==> config.mk <==
export PLATFORM = sky130hd
export DESIGN_NAME = rv32_ibus_responder
export DESIGN_NICKNAME = d
export VERILOG_FILES = /design/src/rtl/rv32_ibus_pkg.sv /design/src/rtl/rv32_ibus_line.sv /design/src/rtl/rv32_ibus_responder.sv
export SDC_FILE = /design/constraint.sdc
export NUM_CORES = 1
export LEC_CHECK = 0
export CAP_MARGIN = 0
export CELL_PAD_IN_SITES_DETAIL_PLACEMENT = 0
export CELL_PAD_IN_SITES_GLOBAL_PLACEMENT = 2
export CORE_ASPECT_RATIO = 0.7
export CORE_MARGIN = 2
export CORE_UTILIZATION = 41
export CTS_CLUSTER_DIAMETER = 100
export DETAILED_ROUTE_END_ITERATION = 8
export PLACE_DENSITY_LB_ADDON = 0.1
export SLEW_MARGIN = 10
export SYNTH_ARGS = -nofsm -noshare
export SYNTH_HDL_FRONTEND = slang
export SYNTH_SLANG_ARGS = --single-unit
==> constraint.sdc <==
create_clock -name clk -period 8.2 [get_ports clk]
set_input_delay 1.64 -clock clk [delete_from_list [all_inputs] [get_ports clk]]
set_output_delay 1.64 -clock clk [all_outputs]
set_load 0.01 [all_outputs]
==> src/rtl/rv32_ibus_pkg.sv <==
// -----------------------------------------------------------------------------
// rv32_ibus_pkg
// Shared types and constants for the rv32 instruction-bus responder:
//   - rv32_ibus_state_e : fill controller states (IDLE, FILL, ERR)
//   - RV32_IBUS_NOP     : instruction returned whenever no valid word exists
// -----------------------------------------------------------------------------
package rv32_ibus_pkg;

    typedef enum logic [1:0] {
        IDLE = 2'd0,
        FILL = 2'd1,
        ERR  = 2'd2
    } rv32_ibus_state_e;

    // addi x0, x0, 0
    localparam logic [31:0] RV32_IBUS_NOP = 32'h0000_0013;

endpackage

==> src/rtl/rv32_ibus_line.sv <==
// -----------------------------------------------------------------------------
// rv32_ibus_line
// Single-line instruction store: LINE_WORDS data words, one tag and a valid
// bit, with a combinational tag compare and word select for the fetch port.
//
// Ports:
//   clk, reset_n            clock, asynchronous active-low reset (valid/tag)
//   tag_load, tag_in        capture a new line tag
//   valid_clr, valid_set    invalidate / validate the line (clear wins)
//   word_we, word_idx,
//   word_data               write one word of the line
//   lookup_tag, lookup_idx  fetch address fields to look up
//   hit                     line valid and tag matches
//   lookup_word             stored word at lookup_idx
// -----------------------------------------------------------------------------
module rv32_ibus_line
    import rv32_ibus_pkg::*;
#(
    parameter int LINE_WORDS = 4,
    parameter int OFF_W      = $clog2(LINE_WORDS)
) (
    input  logic              clk,
    input  logic              reset_n,
    input  logic              tag_load,
    input  logic [29-OFF_W:0] tag_in,
    input  logic              valid_clr,
    input  logic              valid_set,
    input  logic              word_we,
    input  logic [OFF_W-1:0]  word_idx,
    input  logic [31:0]       word_data,
    input  logic [29-OFF_W:0] lookup_tag,
    input  logic [OFF_W-1:0]  lookup_idx,
    output logic              hit,
    output logic [31:0]       lookup_word
);

    logic [29-OFF_W:0] tag_q, tag_d;
    logic              valid_q, valid_d;
    logic [31:0]       words_q [LINE_WORDS];

    always_comb begin
        // NOTE: every always_comb output gets a default first so no path can
        // leave it unassigned and infer a latch.
        tag_d   = tag_q;
        valid_d = valid_q;
        if (tag_load) begin
            tag_d = tag_in;
        end
        if (valid_clr) begin
            valid_d = 1'b0;
        end else if (valid_set) begin
            valid_d = 1'b1;
        end
    end

    always_ff @(posedge clk or negedge reset_n) begin
        // NOTE: state flops use non-blocking assignments so every flop samples
        // pre-edge values regardless of statement order.
        if (!reset_n) begin
            tag_q   <= '0;
            valid_q <= 1'b0;
        end else begin
            tag_q   <= tag_d;
            valid_q <= valid_d;
        end
    end

    // NOTE: the data array is deliberately not reset; the valid bit alone
    // guards it, which keeps it mappable onto plain RAM/flops without reset.
    always_ff @(posedge clk) begin
        if (word_we) begin
            words_q[word_idx] <= word_data;
        end
    end

    assign hit         = valid_q && (tag_q == lookup_tag);
    assign lookup_word = words_q[lookup_idx];

endmodule

==> src/rtl/rv32_ibus_responder.sv <==
// -----------------------------------------------------------------------------
// rv32_ibus_responder
// Instruction-bus responder for the fetch stage. Holds one line of LINE_WORDS
// instructions; hits and access faults answer combinationally, misses stall
// the pipeline while the line is filled word by word over a req/ack port.
//
// Configuration macro:
//   RV32_IBUS_WRAP_FILL_EN  defined: fill starts at the requested word and
//                           wraps (critical word first); undefined: fill
//                           always starts at word 0, ascending.
//
// Ports:
//   clk, reset_n               clock, asynchronous active-low reset
//   instr_read_in              fetch read request
//   instr_address_in           fetch byte address
//   flush_in                   invalidate the line (fence.i)
//   instr_read_value_out       instruction word (NOP when none available)
//   instr_fault_out            access fault for the current address
//   instr_stall_out            pipeline stall request
//   mem_req_out, mem_addr_out  backing read request and word address
//   mem_ack_in, mem_rdata_in,
//   mem_err_in                 backing acknowledge, data and bus error
// -----------------------------------------------------------------------------
module rv32_ibus_responder
    import rv32_ibus_pkg::*;
#(
    parameter logic [31:0] BASE_ADDR  = 32'h0000_0000,
    parameter logic [31:0] SIZE_BYTES = 32'h0001_0000,
    parameter int          LINE_WORDS = 4
) (
    input  logic        clk,
    input  logic        reset_n,
    input  logic        instr_read_in,
    input  logic [31:0] instr_address_in,
    input  logic        flush_in,
    output logic [31:0] instr_read_value_out,
    output logic        instr_fault_out,
    output logic        instr_stall_out,
    output logic        mem_req_out,
    output logic [31:0] mem_addr_out,
    input  logic        mem_ack_in,
    input  logic [31:0] mem_rdata_in,
    input  logic        mem_err_in
);

    localparam int OFF_W = $clog2(LINE_WORDS);
    localparam int TAG_W = 30 - OFF_W;

    rv32_ibus_state_e   state_q, state_d;
    logic               drop_q, drop_d;
    logic [OFF_W-1:0]   idx_q, idx_d;
    logic [OFF_W-1:0]   beat_q, beat_d;
    logic               mem_req_q, mem_req_d;
    logic [31:0]        mem_addr_q, mem_addr_d;

    logic [TAG_W-1:0]   req_tag;
    logic [OFF_W-1:0]   req_off;
    logic [OFF_W-1:0]   start_idx;
    logic [OFF_W-1:0]   idx_nxt;
    logic               addr_fault;
    logic               miss;
    logic               line_hit;
    logic [31:0]        line_word;
    logic               tag_load, valid_clr, valid_set, word_we;

    assign req_tag = instr_address_in[31:OFF_W+2];
    assign req_off = instr_address_in[OFF_W+1:2];
    assign idx_nxt = idx_q + 1'b1;

`ifdef RV32_IBUS_WRAP_FILL_EN
    assign start_idx = req_off;
`else
    assign start_idx = '0;
`endif

    // The unsigned difference makes any address below BASE_ADDR wrap to a
    // huge offset; the explicit lower-bound compare is kept for clarity.
    assign addr_fault = (instr_address_in[1:0] != 2'b00)
                     || (instr_address_in < BASE_ADDR)
                     || ((instr_address_in - BASE_ADDR) >= SIZE_BYTES);

    assign miss = instr_read_in && !line_hit && !addr_fault;

    rv32_ibus_line #(
        .LINE_WORDS (LINE_WORDS),
        .OFF_W      (OFF_W)
    ) u_line (
        .clk         (clk),
        .reset_n     (reset_n),
        .tag_load    (tag_load),
        .tag_in      (req_tag),
        .valid_clr   (valid_clr),
        .valid_set   (valid_set),
        .word_we     (word_we),
        .word_idx    (idx_q),
        .word_data   (mem_rdata_in),
        .lookup_tag  (req_tag),
        .lookup_idx  (req_off),
        .hit         (line_hit),
        .lookup_word (line_word)
    );

    always_comb begin
        state_d    = state_q;
        drop_d     = drop_q;
        idx_d      = idx_q;
        beat_d     = beat_q;
        mem_req_d  = mem_req_q;
        mem_addr_d = mem_addr_q;
        tag_load   = 1'b0;
        valid_clr  = 1'b0;
        valid_set  = 1'b0;
        word_we    = 1'b0;

        unique case (state_q)
            IDLE: begin
                if (miss) begin
                    state_d    = FILL;
                    drop_d     = 1'b0;
                    tag_load   = 1'b1;
                    valid_clr  = 1'b1;
                    idx_d      = start_idx;
                    beat_d     = '0;
                    mem_req_d  = 1'b1;
                    mem_addr_d = {req_tag, start_idx, 2'b00};
                end else if (flush_in) begin
                    valid_clr = 1'b1;
                end
            end

            FILL: begin
                if (flush_in) begin
                    drop_d = 1'b1;
                end
                if (mem_ack_in) begin
                    if (mem_err_in) begin
                        state_d   = ERR;
                        valid_clr = 1'b1;
                        mem_req_d = 1'b0;
                    end else begin
                        word_we = 1'b1;
                        if (beat_q == OFF_W'(LINE_WORDS - 1)) begin
                            // A flush landing on the final beat must also
                            // keep the freshly filled line invalid.
                            state_d   = IDLE;
                            drop_d    = 1'b0;
                            valid_set = !(drop_q || flush_in);
                            mem_req_d = 1'b0;
                        end else begin
                            idx_d      = idx_nxt;
                            beat_d     = beat_q + 1'b1;
                            mem_addr_d = {mem_addr_q[31:OFF_W+2], idx_nxt, 2'b00};
                        end
                    end
                end
            end

            ERR: begin
                state_d = IDLE;
                drop_d  = 1'b0;
            end

            default: begin
                state_d = IDLE;
            end
        endcase
    end

    always_ff @(posedge clk or negedge reset_n) begin
        if (!reset_n) begin
            state_q    <= IDLE;
            drop_q     <= 1'b0;
            idx_q      <= '0;
            beat_q     <= '0;
            mem_req_q  <= 1'b0;
            mem_addr_q <= '0;
        end else begin
            state_q    <= state_d;
            drop_q     <= drop_d;
            idx_q      <= idx_d;
            beat_q     <= beat_d;
            mem_req_q  <= mem_req_d;
            mem_addr_q <= mem_addr_d;
        end
    end

    // Fetch-side outputs are forced quiet while reset is asserted.
    assign instr_fault_out = reset_n && (addr_fault || (state_q == ERR));
    assign instr_stall_out = reset_n && ((state_q == FILL) || ((state_q == IDLE) && miss));
    assign instr_read_value_out =
        (reset_n && !addr_fault && (state_q == IDLE) && line_hit) ? line_word : RV32_IBUS_NOP;

    assign mem_req_out  = mem_req_q;
    assign mem_addr_out = mem_addr_q;

endmodule

== After elaboration in Yosys (flattened, before gate mapping) ==
Memory sizes are Yosys's and may differ from the RTL's.
Index checks and enable logic that the tools add are counted.

* Register bits after elaboration: 69
* Memory bits (writable): 128
* Bits of input ports: 70
* Memories: 1

* $add $sub $neg: 2
* $lt $le $gt $ge: 2
* Equality and inequality tests: 9
* Mux-type cells: 49
* Bitwise operators: 1
* Reduce and logical (&&, ||, !) cells: 27

{| class="wikitable"
|+ Memories
! memory !! depth !! width !! rd ports !! clocked after memory_dff !! wr ports !! line !! source
|-
| u_line.words_q || 4 || 32 || 1 || 0 || 1 || rv32_ibus_line.sv:39 || <nowiki>logic [31:0] words_q [LINE_WORDS];</nowiki>
|}

{| class="wikitable"
|+ Operators by type and width
! kind !! number
|-
| 2-to-1 mux 32 bit || 2
|-
| one-hot mux 32 bit (2 select lines) || 1
|-
| greater-or-equal comparator 32 x 17 -> 1 bit, second input constant || 1
|-
| less-than comparator 32 x 1 -> 1 bit, second input constant || 1
|-
| == test 28 bit || 1
|-
| 2-to-1 mux 1 bit || 26
|-
| 2-to-1 mux 2 bit || 11
|-
| 2-to-1 mux 4 bit || 3
|-
| one-hot mux 2 bit (2 select lines) || 3
|-
| logical AND 1 bit || 9
|-
| inequality test 2 bit, second input constant || 4
|-
| AND reduction 3 bit || 2
|-
| nonzero test 2 bit || 3
|-
| logical OR 1 bit || 5
|-
| AND reduction 5 bit || 1
|-
| adder 2 x 1 -> 2 bit, second input constant || 2
|-
| == test 2 bit, second input constant || 2
|-
| one-hot mux 1 bit (2 select lines) || 2
|-
| AND reduction 4 bit || 1
|-
| logical NOT 1 bit || 3
|-
| inequality test 3 bit, second input constant || 1
|-
| one-hot mux 1 bit (3 select lines) || 1
|-
| nonzero test 3 bit || 1
|-
| == test 2 x 1 -> 1 bit, second input constant || 1
|-
| 3 further kinds || 3
|}

== Depth between registers and ports, before layout ==
Gate-level depths: netlist of run 1.

* Depth in word-level cells: 8
* Gate-level depth with buffers: 8

== By module ==
A second synthesis of run 1 with hierarchy kept.

* Cells, all modules: 450
* Area, all modules: 7936.4 um2

{| class="wikitable"
|+ By module, submodules not included
! module !! instances !! cells each !! area an instance (um2)
|-
| rv32_ibus_line || 1 || 272 || 6059.6
|-
| rv32_ibus_responder || 1 || 178 || 1876.8
|}

== Worst setup path after synthesis of run 1 ==
No wires, ideal clock.

* Kind: input port to output port
* From: input instr_address_in[31]
* To: output instr_stall_out
* Arrival time: 3.629 ns
* Setup slack: 2.931 ns
* Stages on the path: 6
* Cells stage by stage: or4_4 > or4_4 > a311o_1 > buf_6 > buf_2 > a21boi_1

* Longest elaborated chain between the ends: 8
* Elaborated cells on any way between the ends: 13
* Classes of those cells: order compare: 2; eq/ne: 1; reduce/logical: 10

{| class="wikitable"
|+ RTL lines
! what !! line !! source
|-
| from (decl) || rv32_ibus_responder.sv:34 || <nowiki>input logic [31:0] instr_address_in,</nowiki>
|-
| less-than comparator 32 x 1 -> 1 bit or == test 28 bit (tied branches) || rv32_ibus_responder.sv:79, rv32_ibus_line.sv:76 ||
|-
| logical OR 1 bit or logical AND 1 bit (tied branches) || rv32_ibus_responder.sv:79, rv32_ibus_line.sv:76 ||
|-
| logical OR 1 bit or logical NOT 1 bit (tied branches) || rv32_ibus_responder.sv:80, rv32_ibus_responder.sv:82 ||
|-
| logical NOT 1 bit or logical AND 1 bit (tied branches) || rv32_ibus_responder.sv:82 || <nowiki>assign miss = instr_read_in && !line_hit && !addr_fault;</nowiki>
|-
| logical AND 1 bit * || rv32_ibus_responder.sv:82 ||
|-
| logical AND 1 bit * || rv32_ibus_responder.sv:189 || <nowiki>assign instr_stall_out = reset_n && ((state_q == FILL) || ((state_q == IDLE) && miss));</nowiki>
|-
| logical OR 1 bit * || rv32_ibus_responder.sv:189 ||
|-
| logical AND 1 bit * || rv32_ibus_responder.sv:189 ||
|-
| to (decl) || rv32_ibus_responder.sv:38 || <nowiki>output logic instr_stall_out,</nowiki>
|}

Mark *: on every way between the ends. The rest lies on a longest branch, timed or not.

== Worst setup path after layout of run 1 ==
* From: input instr_address_in[20]
* To: output instr_read_value_out[0]

* Longest elaborated chain between the ends: 8
* Elaborated cells on any way between the ends: 11
* Classes of those cells: order compare: 2; eq/ne: 1; mux: 1; reduce/logical: 7

{| class="wikitable"
|+ RTL lines
! what !! line !! source
|-
| less-than comparator 32 x 1 -> 1 bit || rv32_ibus_responder.sv:79 || <nowiki>|| (instr_address_in < BASE_ADDR)</nowiki>
|-
| logical OR 1 bit || rv32_ibus_responder.sv:79 ||
|-
| logical OR 1 bit || rv32_ibus_responder.sv:80 || <nowiki>|| ((instr_address_in - BASE_ADDR) >= SIZE_BYTES);</nowiki>
|-
| logical NOT 1 bit || rv32_ibus_responder.sv:191 || <nowiki>(reset_n && !addr_fault && (state_q == IDLE) && line_hit) ? line_word : RV32_IBUS_NOP;</nowiki>
|-
| logical AND 1 bit (2 in series) || rv32_ibus_responder.sv:191 ||
|-
| logical AND 1 bit * || rv32_ibus_responder.sv:191 ||
|-
| 2-to-1 mux 32 bit * || rv32_ibus_responder.sv:191 ||
|-
| to (decl) || rv32_ibus_responder.sv:36 || <nowiki>output logic [31:0] instr_read_value_out,</nowiki>
|}

Marked as above.

==> results.cfg, run 1 <==
[cts]
clk_latency_ns = 0.42
clk_root_buffer_cell = clkbuf_16
cts-resized-gates = 0
cts_num_sinks = 193
clk_path_buf_depth = 2
cts_tree = built
cts_setup_buffers = 0
htree_num_levels = 4
holdBufCountCts = 0
cts-buffers-inserted = 17
clk_transition_reported_paths_ns = 0.07

[cells_and_area]
seq_area_um2 = 5470
fillers = 1552
final_common_cell = clkdlybuf4s50_1
layoutNonFillerInstCount = 841
drive_gt1_share_pct = 17.7
area_growth_syn_to_layout_pct = 27.4
multi_input_area_um2 = 2240
num_antenna_cells = 0
mostFrequentLayoutCells = clkdlybuf4s50_1 (131), edfxtp_1 (128), dfrtp_1 (65), nor2b_1 (45), mux4_2 (32)
nNetsFinal = 664

[sta]
finalClockSkew_ns = 0.0112
finalSetupViolCount = 0
tns_ns = 0
worstMarginPinSlew_ns = 0.975
max_freq_ghz = 0.166
post-route-min-period_ns = 6.02
relSlewSlack_pct = 34.9
rsz0062_at_grt = no
drv_slew = 0
fin_crit_sh_pct = 73.4
hold_violations = 0

[floorplanning]
die_h_um = 120
die_area_um2 = 20300
row_count = 42
start_util_pct = 41.6
fp.dieW_um = 169
core_um2 = 18900
io_pins = 137

[setup_path]
crit_fanout = 32
cp-start-kind = primary input
worstPathArrival_ns = 4.38
crit_type = in -> out
cp_slowest_cell = nor4_1
path_cells = clkdlybuf4s50_1 -> nor4_1 -> nand2_1 -> nor4_1 -> nand4_1 -> buf_4 -> or2_2 -> clkdlybuf4s50_1
rrSetupSlack_ns = 5.15
worstPathRequired_ns = 6.56
worst_path_largest_cell_delay_ns = 0.58
critPathCaptureType = output pin

[global_route]
grt_pass1_vias = 4398
grt_pass1_wl_mm = 24.6
antenna_found_initial = 1
grt-ovfl-total = 0
grt_start_max_net_pins = 68
grt_usage_pct = 16.2

[outcome]
status = complete, no violations

[logic_synthesis]
synth_top_family_by_area = multiplexers
syn_avg_cell_area_um2 = 17.5
synth_top_area_share_pct = 48.9
synth-compound-area-share_pct = 2.07
synth_cells = 449
synth_warnings = 0
muxShareOfSynthArea_pct = 13.4
synthTopCellsByArea = edfxtp_1 (49%), dfrtp_1 (21%), mux4_2 (9.2%)
async_flop_share_pct = 33.7
synth-simple-area-share_pct = 8.47
synth_edf_count = 128
netlist_area_um2 = 7860
synth_top_flop_cell = edfxtp_1
yosys.area.top_type = edfxtp_1
ys_types = 46
yosysSeqAreaShare_pct = 69.6
ys_ff_latch = 193
synth_adder_area_share_pct = 1.27
synthXorXnorAreaFrac_pct = 3.12

[route]
drt-total-wl_mm = 15.6
drc = 0
first_pass_iters = 4
postRouteAntennaNets = 0
drt_iter0_drc = 266
num_vias = 4220
wl_per_cell_um = 18.6
viasPerCell = 5.02

[placement]
port_buffers = 134
gp_congestion = 0.694
hpwl_mm = 9.97
dp.cells = 809

[power_and_ir_drop]
p_per_area_nw_per_um2 = 198
leakagePower_uw = 0.00366
vdd_ir_drop_max_mv = 0.0993

[run]
max_cap_violations = 0

[worst_hold_path]
hold_class = reg -> reg
-- critical path, delay by kind of cell --
family                 cells  cell delay (ns)
buffers and inverters      3             1.22
and+or+nand+nor            5             1.51
-- layer usage --
metal	global-route usage, %	vias to the layer above	part of all wire (%)
met5	0	-	0
met4	4.65	0	0.63
met3	3.92	8	5.1
met2	24.3	98	46
met1	23.8	2154	48
li1	-	1960	-
-- stage by stage --
stage	worst slack, ns	utilization [%]	hold WS, ns	power [uW]	area [um^2]
finish	2.18	53.1	0.490	1980	10000
global route	2.00	53.1	0.523	2060	10000
CTS	2.15	53.1	0.498	2010	10000
detailed placement	2.16	49.8	0.481	1150	9400
global placement	2.22	49.8	0.477	1150	9400
floorplan	2.93	-	0.474	1090	7860
-- layout make-up --
| type | count | area share [%] |
|---|---|---|
| timing repair buffer | 138 | 13.5 |
| sequential | 193 | 54.7 |
| inverter | 8 | 0.300 |
| clock inverter | 15 | 1.88 |
| multi-input combinational | 228 | 22.4 |
| tap | 242 | 3.02 |
| clock buffer | 17 | 4.25 |
-- registers in the layout, summed over array words and instances (netlist names) --
signal          count
beat_q              2
state_q             2
mem_req_out         1
u_line.valid_q      1
u_line.tag_q       28
drop_q              1
mem_addr_out       28
idx_q               2
u_line.words_q    128
-- logic make-up after synthesis --
logic type / after synthesis
adders and majority gates: 8
xor gates and xnor gates: 28
muxes: 58
other: 1
buffers and inverters: 29
and+or+nand+nor: 109
DFF: 193
AOI/OAI and AO/OA: 23
-- path summary, 6_finish.rpt --
check                                          start                       to  depth (start not counted)
worst max-delay path            instr_address_in[20]  instr_read_value_out[0]                          8
worst min-delay path                mem_addr_out[14]         mem_addr_out[14]                          1
worst max register to register            state_q[1]         mem_addr_out[14]                          7
worst min register to register      mem_addr_out[14]         mem_addr_out[14]                          1
max in group asynchronous                    reset_n          mem_addr_out[8]                          2
min in group asynchronous                    reset_n         mem_addr_out[31]                          2
-- cells in the mapped netlist (all sizes together) (6+ instances only) --
cell / instances
mux4: 32
nor2b: 45
inv: 8
edfxtp: 128
xnor2: 25
ha: 8
clkbuf: 10
nor2: 6
and2: 20
nand4: 7
dfrtp: 65
nor4: 7
mux2: 26
nand2: 6
buf: 11
-- power breakdown --
group	internal, uW	switching [uW]	leakage [uW]
clock	466	385	0.000297
sequential	1040	0.221	0.00204
combinational	51.1	39.7	0.00132
(Power assumes the default switching activity.)
==> inputs of run 2 (changes only) <==
--- a/config.mk
+++ b/config.mk
@@ -10,7 +10,7 @@
 export CELL_PAD_IN_SITES_GLOBAL_PLACEMENT = 2
 export CORE_ASPECT_RATIO = 0.7
 export CORE_MARGIN = 2
-export CORE_UTILIZATION = 41
+export CORE_UTILIZATION = 35
 export CTS_CLUSTER_DIAMETER = 100
 export DETAILED_ROUTE_END_ITERATION = 8
 export PLACE_DENSITY_LB_ADDON = 0.1
==> constraint.sdc (replaced) <==
create_clock -name clk -period 4.9 [get_ports clk]
set_input_delay 0.98 -clock clk [delete_from_list [all_inputs] [get_ports clk]]
set_output_delay 0.98 -clock clk [all_outputs]
set_load 0.01 [all_outputs]
==> run 2 against run 1 <==
Cell count rose by 5.4%. Via count down 0.24%. Clock power is 67% higher. Combinational power rose by 72%. Count of clock-buffer cells in the layout unchanged. Setup slack got worse by 1.9 ns. Sequential power up 67%. Design area increased by 0.91%. Die area rose by 17%. Non-clock buffer count grew 5. Power up 67%. Worst hold slack better by 0.0054 ns.
==> results.cfg, run 2 (synthesized netlist as in run 1, its figures left out) <==
[cts]
clk_root_buffer_cell = clkbuf_16
clk_path_buf_depth = 2
cts_tree = built
htree_num_levels = 4
holdBufCountCts = 0
cts-buffers-inserted = 17
cts_num_sinks = 193
clk_latency_ns = 0.43
clk_transition_reported_paths_ns = 0.07
cts_setup_buffers = 0
cts-resized-gates = 0

[route]
num_vias = 4210
first_pass_iters = 4
drt_iter0_drc = 204
wl_per_cell_um = 18.7
drc = 0
drt-total-wl_mm = 16.6
postRouteAntennaNets = 0
viasPerCell = 4.75

[floorplanning]
die_area_um2 = 23700
io_pins = 137
die_h_um = 129
core_um2 = 21800
start_util_pct = 36.0
row_count = 45
fp.dieW_um = 183

[sta]
max_freq_ghz = 0.216
finalSetupViolCount = 0
fin_crit_sh_pct = 94.5
finalClockSkew_ns = 0.0123
relSlewSlack_pct = 38.0
drv_slew = 0
rsz0062_at_grt = no
post-route-min-period_ns = 4.63
tns_ns = 0
hold_violations = 0
worstMarginPinSlew_ns = 0.931

[setup_path]
crit_top_cell = clkdlybuf4s50_1
crit_fanout = 3
cp_slowest_cell = clkdlybuf4s50_1
crit_type = in -> out
path_buf_inv = 2
worstPathRequired_ns = 3.92
worstPathArrival_ns = 3.65
crit_family = simple AND/OR/NAND/NOR gates
path_cells = clkdlybuf4s50_1 -> nor4_1 -> nand2_1 -> or4_4 -> a311o_1 -> a21boi_1 -> clkdlybuf4s50_1
critPathCaptureType = output pin
cp-start-kind = primary input
worst_path_largest_cell_delay_ns = 0.55

[cells_and_area]
postLayoutCellArea_um2 = 10100
largest_register = u_line.words_q
area_growth_syn_to_layout_pct = 28.6
mostFrequentLayoutCells = clkdlybuf4s50_1 (131), edfxtp_1 (128), dfrtp_1 (65), nor2b_1 (45), mux4_2 (32)
largest_reg_flops = 128
final_common_cell = clkdlybuf4s50_1
drive_gt1_share_pct = 17.9
nNetsFinal = 669
num_antenna_cells = 0

[global_route]
grt-ovfl-total = 0
grt_start_max_net_pins = 68
grt_pass1_vias = 4563
antenna_found_initial = 1
grt_pass1_wl_mm = 26.0
grt_usage_pct = 14.8

[placement]
port_buffers = 134
hpwl_mm = 10.7
placed_area_um2 = 9500
gp_congestion = 0.721

[power_and_ir_drop]
leakagePower_uw = 0.00369
vdd_ir_drop_max_mv = 0.216
p_per_area_nw_per_um2 = 328

[outcome]
status = complete, no violations

[run]
max_cap_violations = 0

[worst_hold_path]
hold_class = reg -> reg
run 2: changes by cell type in the layout (fill, tap and decap cells not counted):
cell,previous run,this run
buf_4,4,8
inv_8,5,1
clkinv_1,0,3
clkinv_4,1,3
clkinvlp_4,2,0
buf_12,0,1
bufinv_16,2,3
clkinv_8,1,0
inv_6,3,4
run 2: metrics by stage:
stage	hold WS [ns]	power [uW]	cells	util, %	worst slack [ns]
detailed placement	0.486	1930	854	43.5	0.275
global route	0.523	3440	886	46.2	0.157
finish	0.496	3320	886	46.2	0.271
global placement	0.471	1930	854	43.5	0.281
CTS	0.502	3360	886	46.2	0.269
floorplan	0.474	1830	450	-	0.951
run 2: per-layer routing:
metal  track usage (%)  vias up  part of all wire (%)
met4              4.94        2                   1.1
met2              22.3       94                    44
met3              4.33       19                   4.5
met5                 0        -                 0.066
li1                  -     1965                     -
met1              20.8     2130                    50
run 2: report_power, final:
group | leakage [uW] | switching, uW | internal [uW]
Combinational | 0.00135 | 69.2 | 86.4
Clock | 0.000297 | 611 | 809
Sequential | 0.00204 | 0.345 | 1740
run 2: layout make-up:
class,instances,area (um^2)
multi-input combinational,228,2240
fill,1904,11700
tap,282,353
sequential,193,5470
clock inverter,15,179
clock buffer,17,425
inverter,8,30.0
timing repair buffer,143,1410
run 2: final timing paths:
check	cells past startpoint	slack [ns]	start	end
min reg2reg	1	0.50	mem_addr_out[15]	mem_addr_out[15]
max reg2reg	8	2.17	state_q[1]	beat_q[1]
max	7	0.27	instr_address_in[23]	instr_stall_out
min	1	0.50	mem_addr_out[15]	mem_addr_out[15]
max in group asynchronous	2	3.52	reset_n	u_line.tag_q[6]
min in group asynchronous	2	0.78	reset_n	mem_addr_out[17]
==> inputs of run 3 (changes only) <==
--- a/config.mk
+++ b/config.mk
@@ -5,6 +5,7 @@
 export SDC_FILE = /design/constraint.sdc
 export NUM_CORES = 1
 export LEC_CHECK = 0
+export ABC_CLOCK_PERIOD_IN_PS = 4900
 export CAP_MARGIN = 0
 export CELL_PAD_IN_SITES_DETAIL_PLACEMENT = 0
 export CELL_PAD_IN_SITES_GLOBAL_PLACEMENT = 2
==> results of run 3 <==
The final DEF is identical to that of run 2; final timing and power are the same.
